**src/rtl/switch_input_if.sv**
```systemverilog
// switch_input_if: link-receive and allocator-side signals of one switch input port.
interface switch_input_if #(
   parameter int NUM_VCS = 2,
   parameter int FLIT_WIDTH = 38,
   parameter int VC_W = (NUM_VCS > 1) ? $clog2(NUM_VCS) : 1
);
   logic                       in_valid;
   logic [VC_W-1:0]            in_vc;
   logic [FLIT_WIDTH-1:0]      in_flit;
   logic                       in_tail;
   logic [NUM_VCS-1:0]         credit_out;
   logic [NUM_VCS*FLIT_WIDTH-1:0] head_flit;
   logic [NUM_VCS-1:0]         empty;
   logic [NUM_VCS-1:0]         rc_req;
   logic [NUM_VCS-1:0]         rc_grant;
   logic [NUM_VCS-1:0]         va_grant;
   logic [NUM_VCS-1:0]         va_fail;
   logic [NUM_VCS*VC_W-1:0]    va_out_vc;
   logic [NUM_VCS-1:0]         active;
   logic [NUM_VCS*VC_W-1:0]    final_vc;
   logic [NUM_VCS-1:0]         pop;
   logic [NUM_VCS-1:0]         overflow_err;
   logic [NUM_VCS*16-1:0]      stat_flits;
   modport master (
      output in_valid, in_vc, in_flit, in_tail, rc_grant, va_grant, va_fail, va_out_vc, pop,
      input  credit_out, head_flit, empty, rc_req, active, final_vc, overflow_err, stat_flits
   );
   modport slave (
      input  in_valid, in_vc, in_flit, in_tail, rc_grant, va_grant, va_fail, va_out_vc, pop,
      output credit_out, head_flit, empty, rc_req, active, final_vc, overflow_err, stat_flits
   );
endinterface

```
**src/rtl/switch_input_unit.sv**
```systemverilog
// switch_input_unit: per-VC flit FIFOs with packet FSMs (RC -> VA -> ACTIVE) and credit return.
// Define SWITCH_INPUT_STATS_EN to add saturating per-VC forwarded-flit counters.
module switch_input_unit #(
   parameter int NUM_VCS = 2,
   parameter int DEPTH = 8,
   parameter int FLIT_WIDTH = 38,
   parameter int VC_W = (NUM_VCS > 1) ? $clog2(NUM_VCS) : 1
) (
   input logic clk,
   input logic n_rst,
   switch_input_if.slave bus
);
   localparam int PTR_W = $clog2(DEPTH);
   localparam int CNT_W = PTR_W + 1;
   typedef enum logic [1:0] {IDLE, RC, VA, ACTIVE} state_t;
   for (genvar v = 0; v < NUM_VCS; v++) begin : g_vc
      state_t                state, state_d;
      logic [FLIT_WIDTH-1:0] mem [DEPTH];
      logic [DEPTH-1:0]      tail_tag;
      logic [PTR_W-1:0]      rd_ptr, wr_ptr;
      logic [CNT_W-1:0]      cnt, cnt_d;
      logic                  wr, full, eff_pop, accept, credit, overflow;
      logic [VC_W-1:0]       out_vc;
      assign wr      = bus.in_valid && bus.in_vc == VC_W'(v);
      assign full    = cnt == CNT_W'(DEPTH);
      assign eff_pop = bus.pop[v] && state == ACTIVE && cnt != '0;
      // a full FIFO still accepts when the same cycle frees a slot
      assign accept  = wr && (!full || eff_pop);
      assign cnt_d   = cnt + CNT_W'(accept) - CNT_W'(eff_pop);
      always_ff @(posedge clk)
         if (accept) mem[wr_ptr] <= bus.in_flit;
      always_ff @(posedge clk) begin
         if (!n_rst) begin
            state    <= IDLE;
            rd_ptr   <= '0;
            wr_ptr   <= '0;
            cnt      <= '0;
            tail_tag <= '0;
            credit   <= 1'b0;
            out_vc   <= '0;
            overflow <= 1'b0;
         end else begin
            state  <= state_d;
            cnt    <= cnt_d;
            credit <= eff_pop;
            if (accept) begin
               wr_ptr           <= wr_ptr + PTR_W'(1);
               tail_tag[wr_ptr] <= bus.in_tail;
            end
            if (eff_pop) rd_ptr <= rd_ptr + PTR_W'(1);
            if (state == VA && bus.va_grant[v]) out_vc <= bus.va_out_vc[v*VC_W +: VC_W];
            if (wr && full && !eff_pop) overflow <= 1'b1;
         end
      end
      always_comb begin
         state_d = state;
         case (state)
            IDLE:    state_d = (cnt != '0) ? RC : IDLE;
            RC:      state_d = bus.rc_grant[v] ? VA : RC;
            VA:      state_d = bus.va_grant[v] ? ACTIVE : bus.va_fail[v] ? RC : VA;
            default: state_d = (eff_pop && tail_tag[rd_ptr]) ? ((cnt_d != '0) ? RC : IDLE) : ACTIVE;
         endcase
      end
      assign bus.head_flit[v*FLIT_WIDTH +: FLIT_WIDTH] = mem[rd_ptr];
      assign bus.empty[v]                  = cnt == '0;
      assign bus.rc_req[v]                 = state == RC;
      assign bus.active[v]                 = state == ACTIVE;
      assign bus.credit_out[v]             = credit;
      assign bus.final_vc[v*VC_W +: VC_W]  = out_vc;
      assign bus.overflow_err[v]           = overflow;
`ifdef SWITCH_INPUT_STATS_EN
      logic [15:0] stat;
      always_ff @(posedge clk) begin
         if (!n_rst) stat <= '0;
         else if (eff_pop && stat != 16'hFFFF) stat <= stat + 16'd1;
      end
      assign bus.stat_flits[v*16 +: 16] = stat;
`else
      assign bus.stat_flits[v*16 +: 16] = 16'd0;
`endif
   end
endmodule

```
**src/flat_wrapper.sv**
```systemverilog
// flat-port wrapper written by rule: the top's interface ports become plain ports
module switch_input_unit_flat 
#(
   parameter int NUM_VCS = 2,
   parameter int DEPTH = 8,
   parameter int FLIT_WIDTH = 38,
   parameter int VC_W = (NUM_VCS > 1) ? $clog2(NUM_VCS) : 1
)
  (clk, n_rst, bus_in_valid, bus_in_vc, bus_in_flit, bus_in_tail, bus_rc_grant, bus_va_grant, bus_va_fail, bus_va_out_vc, bus_pop, bus_credit_out, bus_head_flit, bus_empty, bus_rc_req, bus_active, bus_final_vc, bus_overflow_err, bus_stat_flits);
  switch_input_if #(.NUM_VCS(NUM_VCS), .FLIT_WIDTH(FLIT_WIDTH), .VC_W(VC_W)) bus_i ();
  input logic clk;
  input logic n_rst;
  input wire logic [$bits(bus_i.in_valid)-1:0] bus_in_valid;
  input wire logic [$bits(bus_i.in_vc)-1:0] bus_in_vc;
  input wire logic [$bits(bus_i.in_flit)-1:0] bus_in_flit;
  input wire logic [$bits(bus_i.in_tail)-1:0] bus_in_tail;
  input wire logic [$bits(bus_i.rc_grant)-1:0] bus_rc_grant;
  input wire logic [$bits(bus_i.va_grant)-1:0] bus_va_grant;
  input wire logic [$bits(bus_i.va_fail)-1:0] bus_va_fail;
  input wire logic [$bits(bus_i.va_out_vc)-1:0] bus_va_out_vc;
  input wire logic [$bits(bus_i.pop)-1:0] bus_pop;
  output wire logic [$bits(bus_i.credit_out)-1:0] bus_credit_out;
  output wire logic [$bits(bus_i.head_flit)-1:0] bus_head_flit;
  output wire logic [$bits(bus_i.empty)-1:0] bus_empty;
  output wire logic [$bits(bus_i.rc_req)-1:0] bus_rc_req;
  output wire logic [$bits(bus_i.active)-1:0] bus_active;
  output wire logic [$bits(bus_i.final_vc)-1:0] bus_final_vc;
  output wire logic [$bits(bus_i.overflow_err)-1:0] bus_overflow_err;
  output wire logic [$bits(bus_i.stat_flits)-1:0] bus_stat_flits;
  assign bus_i.in_valid = bus_in_valid;
  assign bus_i.in_vc = bus_in_vc;
  assign bus_i.in_flit = bus_in_flit;
  assign bus_i.in_tail = bus_in_tail;
  assign bus_i.rc_grant = bus_rc_grant;
  assign bus_i.va_grant = bus_va_grant;
  assign bus_i.va_fail = bus_va_fail;
  assign bus_i.va_out_vc = bus_va_out_vc;
  assign bus_i.pop = bus_pop;
  assign bus_credit_out = bus_i.credit_out;
  assign bus_head_flit = bus_i.head_flit;
  assign bus_empty = bus_i.empty;
  assign bus_rc_req = bus_i.rc_req;
  assign bus_active = bus_i.active;
  assign bus_final_vc = bus_i.final_vc;
  assign bus_overflow_err = bus_i.overflow_err;
  assign bus_stat_flits = bus_i.stat_flits;
  switch_input_unit #(.NUM_VCS(NUM_VCS), .DEPTH(DEPTH), .FLIT_WIDTH(FLIT_WIDTH), .VC_W(VC_W)) u_core (.clk(clk), .n_rst(n_rst), .bus(bus_i));
endmodule
```
**config.mk**
```make
export PLATFORM = sky130hd
export DESIGN_NAME = switch_input_unit_flat
export DESIGN_NICKNAME = d
export VERILOG_FILES = /design/src/rtl/switch_input_if.sv /design/src/rtl/switch_input_unit.sv /design/src/flat_wrapper.sv
export SDC_FILE = /design/constraint.sdc
export NUM_CORES = 1
export LEC_CHECK = 0
export ABC_AREA = 0
export CAP_MARGIN = 10
export CORE_MARGIN = 2
export CORE_UTILIZATION = 50
export DETAILED_ROUTE_END_ITERATION = 8
export HOLD_SLACK_MARGIN = 0.03
export PLACE_DENSITY_LB_ADDON = 0.08
export SLEW_MARGIN = 20
export SYNTH_ARGS = -nofsm -noshare
export SYNTH_HDL_FRONTEND = slang
export SYNTH_SLANG_ARGS = --single-unit
```
**constraint.sdc**
```tcl
create_clock -name clk -period 6.2 [get_ports clk]
set_clock_uncertainty 0.15 [all_clocks]
set_input_delay 1.86 -clock clk [delete_from_list [all_inputs] [get_ports clk]]
set_output_delay 1.86 -clock clk [all_outputs]
set_load 0.05 [all_outputs]
```
* Yosys cells after proc, flatten, opt, wreduce, memory -nomap -nowiden
Memory sizes are Yosys's and may differ from the RTL's. A register that Yosys moved wholly into a read port is not among the register bits. Index checks and enable logic that the tools add are counted.
Storage, ports and cells: bits in registers 46, memory bits (writable) 608, input bits 53, output and inout bits 120, memories kept 2
Memory list:
- u_core.g_vc[0].mem | words 8, width 38, read ports 1, clocked after memory_dff 1, write ports 1, RTL line switch_input_unit.sv:18 | logic [FLIT_WIDTH-1:0] mem [DEPTH];
- u_core.g_vc[1].mem | words 8, width 38, read ports 1, clocked after memory_dff 1, write ports 1, RTL line switch_input_unit.sv:18
Operators by class: add/subtract/negate cells 8, $lt $le $gt $ge 6, eq/ne operators 8, multiplexer cells 32, bitwise logic cells 1, reduce and logical (&&, ||, !) cells 32
Operators by type and width (count):
- $logic_and A1 B1 Y1 | 18
- $bwmux W8 | 2
- $lt A3 B4 Y1 const B | 4
- $mux W2 | 8
- $reduce_bool A4 Y1 | 4
- $add A3 B1 Y3 const B | 4
- $mux W1 | 12
- $mux W3 | 4
- $pmux W2 S3 | 2
- $add A4 B1 Y4 | 2
- $eq A2 B2 Y1 const B | 4
- $eq A4 B4 Y1 const B | 2
- $logic_not A4 Y1 | 2
- $sub A4 B1 Y4 | 2
- $bmux W1 S3 | 2
- $demux W1 S3 | 2
- $ge A3 B1 Y1 const B | 2
- $eq A2 B1 Y1 const B | 2
- $logic_not A1 Y1 | 4
- $logic_not A2 Y1 | 2
- $logic_or A1 B1 Y1 | 2
- $not A1 Y1 | 1

* Depth between registers and ports, before layout
Gate-level depths: netlist (run 1).
depth after elaboration 11, mapped depth 14, depth with buffers taken out 13

* Worst setup path before layout (run 1)
OpenSTA, ideal clock, no wires.
path type input to register, start input port bus_pop[0], end memory u_core.g_vc[0].mem[4][0], enable pin, library setup time 0.485 ns, arrival time 5.186 ns, slack 0.379 ns, stages on the path 4, cells stage by stage inv_1 o311a_4 buf_6 nor3_1
Between the ends: word-level cells in the longest chain between the ends 6
Ends and longest elaborated chain:
- start: declaration | RTL line flat_wrapper.sv:21 | input wire logic [$bits(bus_i.pop)-1:0] bus_pop;
- $logic_and A1 B1 Y1 (2 in a row) | RTL line switch_input_unit.sv:26 | assign eff_pop = bus.pop[v] && state == ACTIVE && cnt != '0;
- $logic_or A1 B1 Y1 | RTL line switch_input_unit.sv:28 | assign accept = wr && (!full || eff_pop);
- $logic_and A1 B1 Y1 | RTL line switch_input_unit.sv:28
- $mux W1 | RTL line switch_input_unit.sv:31 | if (accept) mem[wr_ptr] <= bus.in_flit;
- $mux W1 (not written as such) | RTL line switch_input_unit.sv:31
- end: declaration | RTL line switch_input_unit.sv:18
No other way between the ends.

==> results of run 1 <==
-- logic make-up after synthesis --
kind of cell	count (synthesis)	synth area share
DFF	660	0.7479
muxes	256	0.1778
buffers and inverters	126	0.02609
and+or+nand+nor	121	0.02793
AOI/OAI and AO/OA	35	0.009262
adders and majority gates	17	0.008826
xor gates and xnor gates	6	0.002037
other	1	0.0001453
-- through the flow --
step                setup WS [ns]    util
floorplan                  0.3787       -
global placement            1.396  0.5453
detailed placement          1.357  0.5453
CTS                        0.8823  0.5864
global route               0.8122  0.5864
finish                     0.9805  0.5864
-- state kept, by name (all words and copies together), names as in the netlist, named ones only --
name,count
u_core.g_vc.cnt,8
u_core.g_vc.state,4
u_core.g_vc.overflow,2
u_core.g_vc.tail_tag,16
u_core.g_vc.rd_ptr,6
u_core.g_vc.out_vc,2
u_core.g_vc.credit,2
u_core.g_vc.mem,608
u_core.g_vc.wr_ptr,6
-- worst max-delay path, delay by kind of cell (launching register included) --
family / cells / cell delay (ns)
buffers and inverters: 2 / 1.19
flip-flops: 1 / 0.51
multiplexers: 2 / 0.89
-- synth_stat cells, types with 12 or more instances --
cell and number:
a21oi_1 12, buf_4 46, clkbuf_1 29, dfxtp_1 52, edfxtp_1 608, ha_1 15, inv_1 31, mux2_2 78
mux2i_1 24, mux4_2 154, nand2_1 35, nor2_1 23
-- area by class of cell --
cell class | count | area, um2 | area share
Sequential cell | 660 | 19320 | 0.6434
Multi-Input combinational cell | 467 | 5978 | 0.1991
Clock buffer | 88 | 1819 | 0.06059
Timing Repair Buffer | 166 | 1659 | 0.05526
Tap cell | 680 | 850.8 | 0.02834
Clock inverter | 32 | 284.0 | 0.009460
Inverter | 31 | 116.4 | 0.003876
-- report_power, final --
part	switching [W]	internal [W]	total, W
sequential	0.0000557	0.00499	0.00504
combinational	0.000685	0.000397	0.00108
clock	0.00163	0.00225	0.00388
total	0.00237	0.00763	0.0100
-- routing by layer --
metal	GRT usage	up-vias
met2	0.3164	271
li1	-	5256
met1	0.2871	6320
met3	0.03334	61
met4	0.05927	2
met5	0	-
-- how the worst min path moves through the flow --
stage                                           from                          to  cells after the start
final                     u_core.g_vc[1].tail_tag[5]  u_core.g_vc[1].tail_tag[5]                      2
after floorplan           u_core.g_vc[0].tail_tag[5]  u_core.g_vc[0].tail_tag[5]                      2
after global routing      u_core.g_vc[0].tail_tag[0]  u_core.g_vc[0].tail_tag[0]                      2
after detailed placement  u_core.g_vc[1].tail_tag[0]  u_core.g_vc[1].tail_tag[0]                      2
after CTS                 u_core.g_vc[1].tail_tag[0]  u_core.g_vc[1].tail_tag[0]                      2
after global placement    u_core.g_vc[1].tail_tag[0]  u_core.g_vc[1].tail_tag[0]                      2
==> flow_metrics.py, run 1 <==
metrics = {
    "final_layout": {
        "areaGrowthSynthToFinish_pct": 16.36,
        "diodes": 0,
        "layout_common_cells": "edfxtp_1, mux4_2, clkdlybuf4s50_1, mux2_2, clkbuf_16",
        "drive_gt1_frac": 0.2652,
        "final_nets": 1465,
        "fill_cells": 3699,
        "final_area_um2": 30020,
        "instances_no_fill": 2124,
        "final_common_cell": "edfxtp_1",
    },
    "clocking": {
        "clock_latency_ns": 0.59,
        "cts_made_buffers": 69,
        "cts_sinks": 660,
        "cts_hold_buf": 0,
        "clock_path_buffers": 3,
        "cts_resized": 0,
        "h-tree-depth": 3,
        "clkTransAtPathRegs_ns": 0.06,
        "cts_root_buffer": "clkbuf_16",
        "post_cts.repair.setup_buffers": 0,
        "cts_tree": "done",
    },
    "global_route": {
        "first_global_vias": 12600,
        "grt_pass1_wl_um": 78140,
        "track_usage": 0.1992,
        "globalRouteOverflowTotal": 0,
        "antenna_found_initial": 1,
        "grt_max_degree": 45,
    },
    "setup_path": {
        "r2r-end": "u_core.g_vc[0].state[0]",
        "cp_max_fo": 23,
        "cp.required_ns": 4.19,
        "crit_chain": "buf_4, mux4_2, mux2_2, clkdlybuf4s50_1",
        "r2r_cells": 12,
        "startpoint_type": "flip-flop",
        "cp.arrival_ns": 3.21,
        "slowest_stage": "clkdlybuf4s50_1",
        "crit_type": "flip-flop to primary output",
        "cp-endpoint": "bus_head_flit[8]",
        "reg2reg_slack_ns": 2.74,
        "max_stage_delay_ns": 0.71,
        "critPathCaptureType": "primary output",
        "reg2reg_from": "u_core.g_vc[0].cnt[2]",
    },
    "sta": {
        "period_share": 0.8418,
        "rsz0062_at_grt": "no",
        "fin_crit_ns": 5.219,
        "hold_ws_ns": 0.3117,
        "tightest_slew_ns": 0.9273,
        "fmax_ghz": 0.1916,
        "hold_violations": 0,
        "final_max_slew_viol_count": 0,
        "setup_violations": 0,
        "setup_tns_ns": 0,
        "slew_headroom": 0.3818,
    },
    "route": {
        "detail_route.vias_per_cell": 5.607,
        "wl_met3_um": 2315,
        "vias": 11910,
        "met2WireLength_um": 25140,
        "drt_wl_total_um": 51850,
        "first_pass_iters": 5,
        "drt-met1-wl_um": 23570,
        "drtIter0Drc": 927,
        "drc": 0,
        "ant_nets": 0,
        "wl_per_cell_um": 24.41,
        "top_layer": "met5",
    },
    "power_and_ir_drop": {
        "leakage_nw": 9.522,
        "p_per_area_nw_per_um2": 333.0,
        "power_w": 0.009999,
        "ir_drop_mv": 0.2058,
    },
    "synth": {
        "ys_seq_elements": 660,
        "synth_cells": 1222,
        "yosysWarnings": 0,
        "synth_top_area_frac": 0.7076,
        "synth-edff-count": 608,
        "yosysTopAreaCell": "edfxtp_1",
        "netlist-cell-type-count": 56,
        "synth_area_um2": 25800,
        "synth_area_leaders": "edfxtp_1, mux4_2, dfxtp_1",
        "syn_area_per_cell_um2": 21.11,
        "ys_seq_area_frac": 0.7479,
        "async_flop_share": 0,
        "synth_flop_cell": "edfxtp_1",
    },
    "place": {
        "port_buffers": 140,
        "placed_cell_area_um2": 27920,
        "gp_congestion": 0.7765,
        "post-dp-hpwl_um": 28940,
        "place_inst": 2004,
    },
    "floorplanning": {
        "core-area_um2": 51200,
        "start_util": 0.5040,
        "pin_count": 173,
        "dieArea_um2": 53440,
        "rows": 83,
        "chipWidth_um": 231.2,
        "die_h_um": 231.2,
    },
    "status": {
        "run_status": "finished clean",
    },
    "flow_run": {
        "cap_violations": 0,
    },
    "worst_hold_path": {
        "hold_class": "flip-flop to flip-flop",
    },
}
Note: power is estimated with default switching activity, not from simulation.
==> inputs of run 2 (changes only) <==
Clock period 6.2 ns to 4.37 ns, I/O delays scaled along.
==> flow_metrics.py, run 2 (same netlist as run 1, synthesis figures left out) <==
metrics = {
    "setup_path": {
        "reg2reg_slack_ns": 0.95,
        "critPathBufInv": 2,
        "cp.required_ns": 2.91,
        "cp.arrival_ns": 2.82,
        "critPathCaptureType": "primary output",
        "max_stage_delay_ns": 0.70,
        "critPathTopFamily": "buffers and inverters",
        "crit_type": "flip-flop to primary output",
        "crit_chain": "buf_12, mux4_2, mux2_2, clkdlybuf4s50_1",
        "startpoint_type": "flip-flop",
        "cp_max_fo": 20,
        "slowest_stage": "clkdlybuf4s50_1",
    },
    "floorplanning": {
        "chipWidth_um": 231.2,
        "rows": 83,
        "core-area_um2": 51200,
        "die_h_um": 231.2,
        "pin_count": 173,
        "dieArea_um2": 53440,
        "start_util": 0.5040,
    },
    "route": {
        "drtIter0Drc": 833,
        "drt_wl_total_um": 52580,
        "wl_per_cell_um": 24.66,
        "drc": 0,
        "first_pass_iters": 5,
        "vias": 11960,
        "ant_nets": 0,
        "detail_route.vias_per_cell": 5.609,
    },
    "final_layout": {
        "diodes": 0,
        "fill_cells": 3779,
        "post-route-util": 0.5904,
        "reg_top3": "u_core.g_vc.mem (608), u_core.g_vc.tail_tag (16), u_core.g_vc.cnt (8)",
        "final_common_cell": "edfxtp_1",
        "final_nets": 1474,
        "areaGrowthSynthToFinish_pct": 17.14,
        "drive_gt1_frac": 0.2913,
        "top_register": "u_core.g_vc.mem",
        "final_area_um2": 30230,
        "layout_common_cells": "edfxtp_1, mux4_2, mux2_2, clkdlybuf4s50_1, clkbuf_16",
        "largest_reg_flops": 608,
    },
    "sta": {
        "rsz0062_at_grt": "no",
        "setup_violations": 0,
        "fmax_ghz": 0.2335,
        "slew_headroom": 0.5247,
        "hold_ws_ns": 0.3069,
        "tightest_slew_ns": 0.7122,
        "hold_violations": 0,
        "fin_crit_ns": 4.283,
        "period_share": 0.9801,
        "final_max_slew_viol_count": 0,
        "setup_ws_ns": 0.08716,
    },
    "clocking": {
        "cts_made_buffers": 67,
        "clkTransAtPathRegs_ns": 0.06,
        "cts_hold_buf": 0,
        "h-tree-depth": 3,
        "cts_root_buffer": "clkbuf_16",
        "cts_sinks": 660,
        "cts_tree": "done",
        "clock_latency_ns": 0.58,
        "clock_path_buffers": 3,
        "post_cts.repair.setup_buffers": 0,
    },
    "global_route": {
        "grt_pass1_wl_um": 78690,
        "track_usage": 0.2025,
        "antenna_found_initial": 0,
        "globalRouteOverflowTotal": 0,
        "grtUsageMet1": 0.2841,
        "first_global_vias": 12740,
        "grt_max_degree": 50,
        "grt-busiest-layer": "met2",
        "use_met2": 0.3325,
        "grt_util_met3": 0.03199,
    },
    "place": {
        "gp_congestion": 0.7636,
        "dp_slack_ns": 0.1202,
        "placed_cell_area_um2": 28180,
        "post-dp-hpwl_um": 28350,
        "port_buffers": 140,
    },
    "status": {
        "run_status": "finished clean",
    },
    "power_and_ir_drop": {
        "power_w": 0.01411,
        "ir_drop_mv": 0.4104,
        "p_per_area_nw_per_um2": 466.9,
        "leakage_nw": 9.733,
    },
    "worst_hold_path": {
        "hold_class": "flip-flop to flip-flop",
    },
    "flow_run": {
        "cap_violations": 0,
    },
}
-- run 2: cell types whose count changed in the layout (fill, tap and decap cells not counted), moves of 2 or more --
cell | previous run | this run
buf_12 | 5 | 25
clkdlybuf4s50_1 | 140 | 78
clkinv_1 | 10 | 13
dlymetal6s2s_1 | 0 | 4
clkbuf_1 | 18 | 16
dlygate4sd2_1 | 0 | 25
buf_4 | 21 | 44
clkinvlp_4 | 4 | 0
-- run 2: area by class of cell --
type                    count  area [um2]  share of cell area
flip-flops and latches    660       19320              0.6391
multi-input cells         467        5984              0.1980
repair buffers            177        1892             0.06259
clock buffers              86        1812             0.05994
well taps                 680       850.8             0.02815
clock inverters            31       254.0            0.008403
inverters                  31       116.4            0.003850
-- run 2: path summary, 6_finish.rpt --
path | start | to | cells past startpoint
min | u_core.g_vc[0].tail_tag[0] | u_core.g_vc[0].tail_tag[0] | 2
max | flip-flop | bus_head_flit[15] | 4
max reg2reg | u_core.g_vc[0].cnt[2] | u_core.g_vc[0].state[0] | 12
min reg2reg | u_core.g_vc[0].tail_tag[0] | u_core.g_vc[0].tail_tag[0] | 2
-- run 2: repair_timing --
item,in CTS,in global routing
setup endpoints to repair,25,11
gates cloned,0,0
endpoints found under the hold margin,0,0
resized for setup,25,5
-- run 2: stage by stage --
| stage | std cells | TNS, ns |
|---|---|---|
| global placement | 2015 | 0 |
| global route | 2132 | 0 |
| finish | 2132 | 0 |
| CTS | 2132 | 0 |
| detailed placement | 2015 | 0 |
| floorplan | 1253 | -21.24 |
-- run 2: worst min-delay path, delay by kind of cell, from the launching register on --
kind | cells | cell delay (ns)
flops | 1 | 0.31
mux | 1 | 0.05
simple gates | 1 | 0.05
-- run 2: layer usage --
layer | vias up | wire length, um
li1 | 5275 | -
met1 | 6353 | 23120
met2 | 268 | 26070
met3 | 62 | 2480
met4 | 0 | 905
met5 | - | 0
-- run 2: where the power goes --
group	switching [W]	internal, W
logic	0.000976	0.000555
registers	0.0000765	0.00707
clock network	0.00227	0.00316
total	0.00332	0.0108
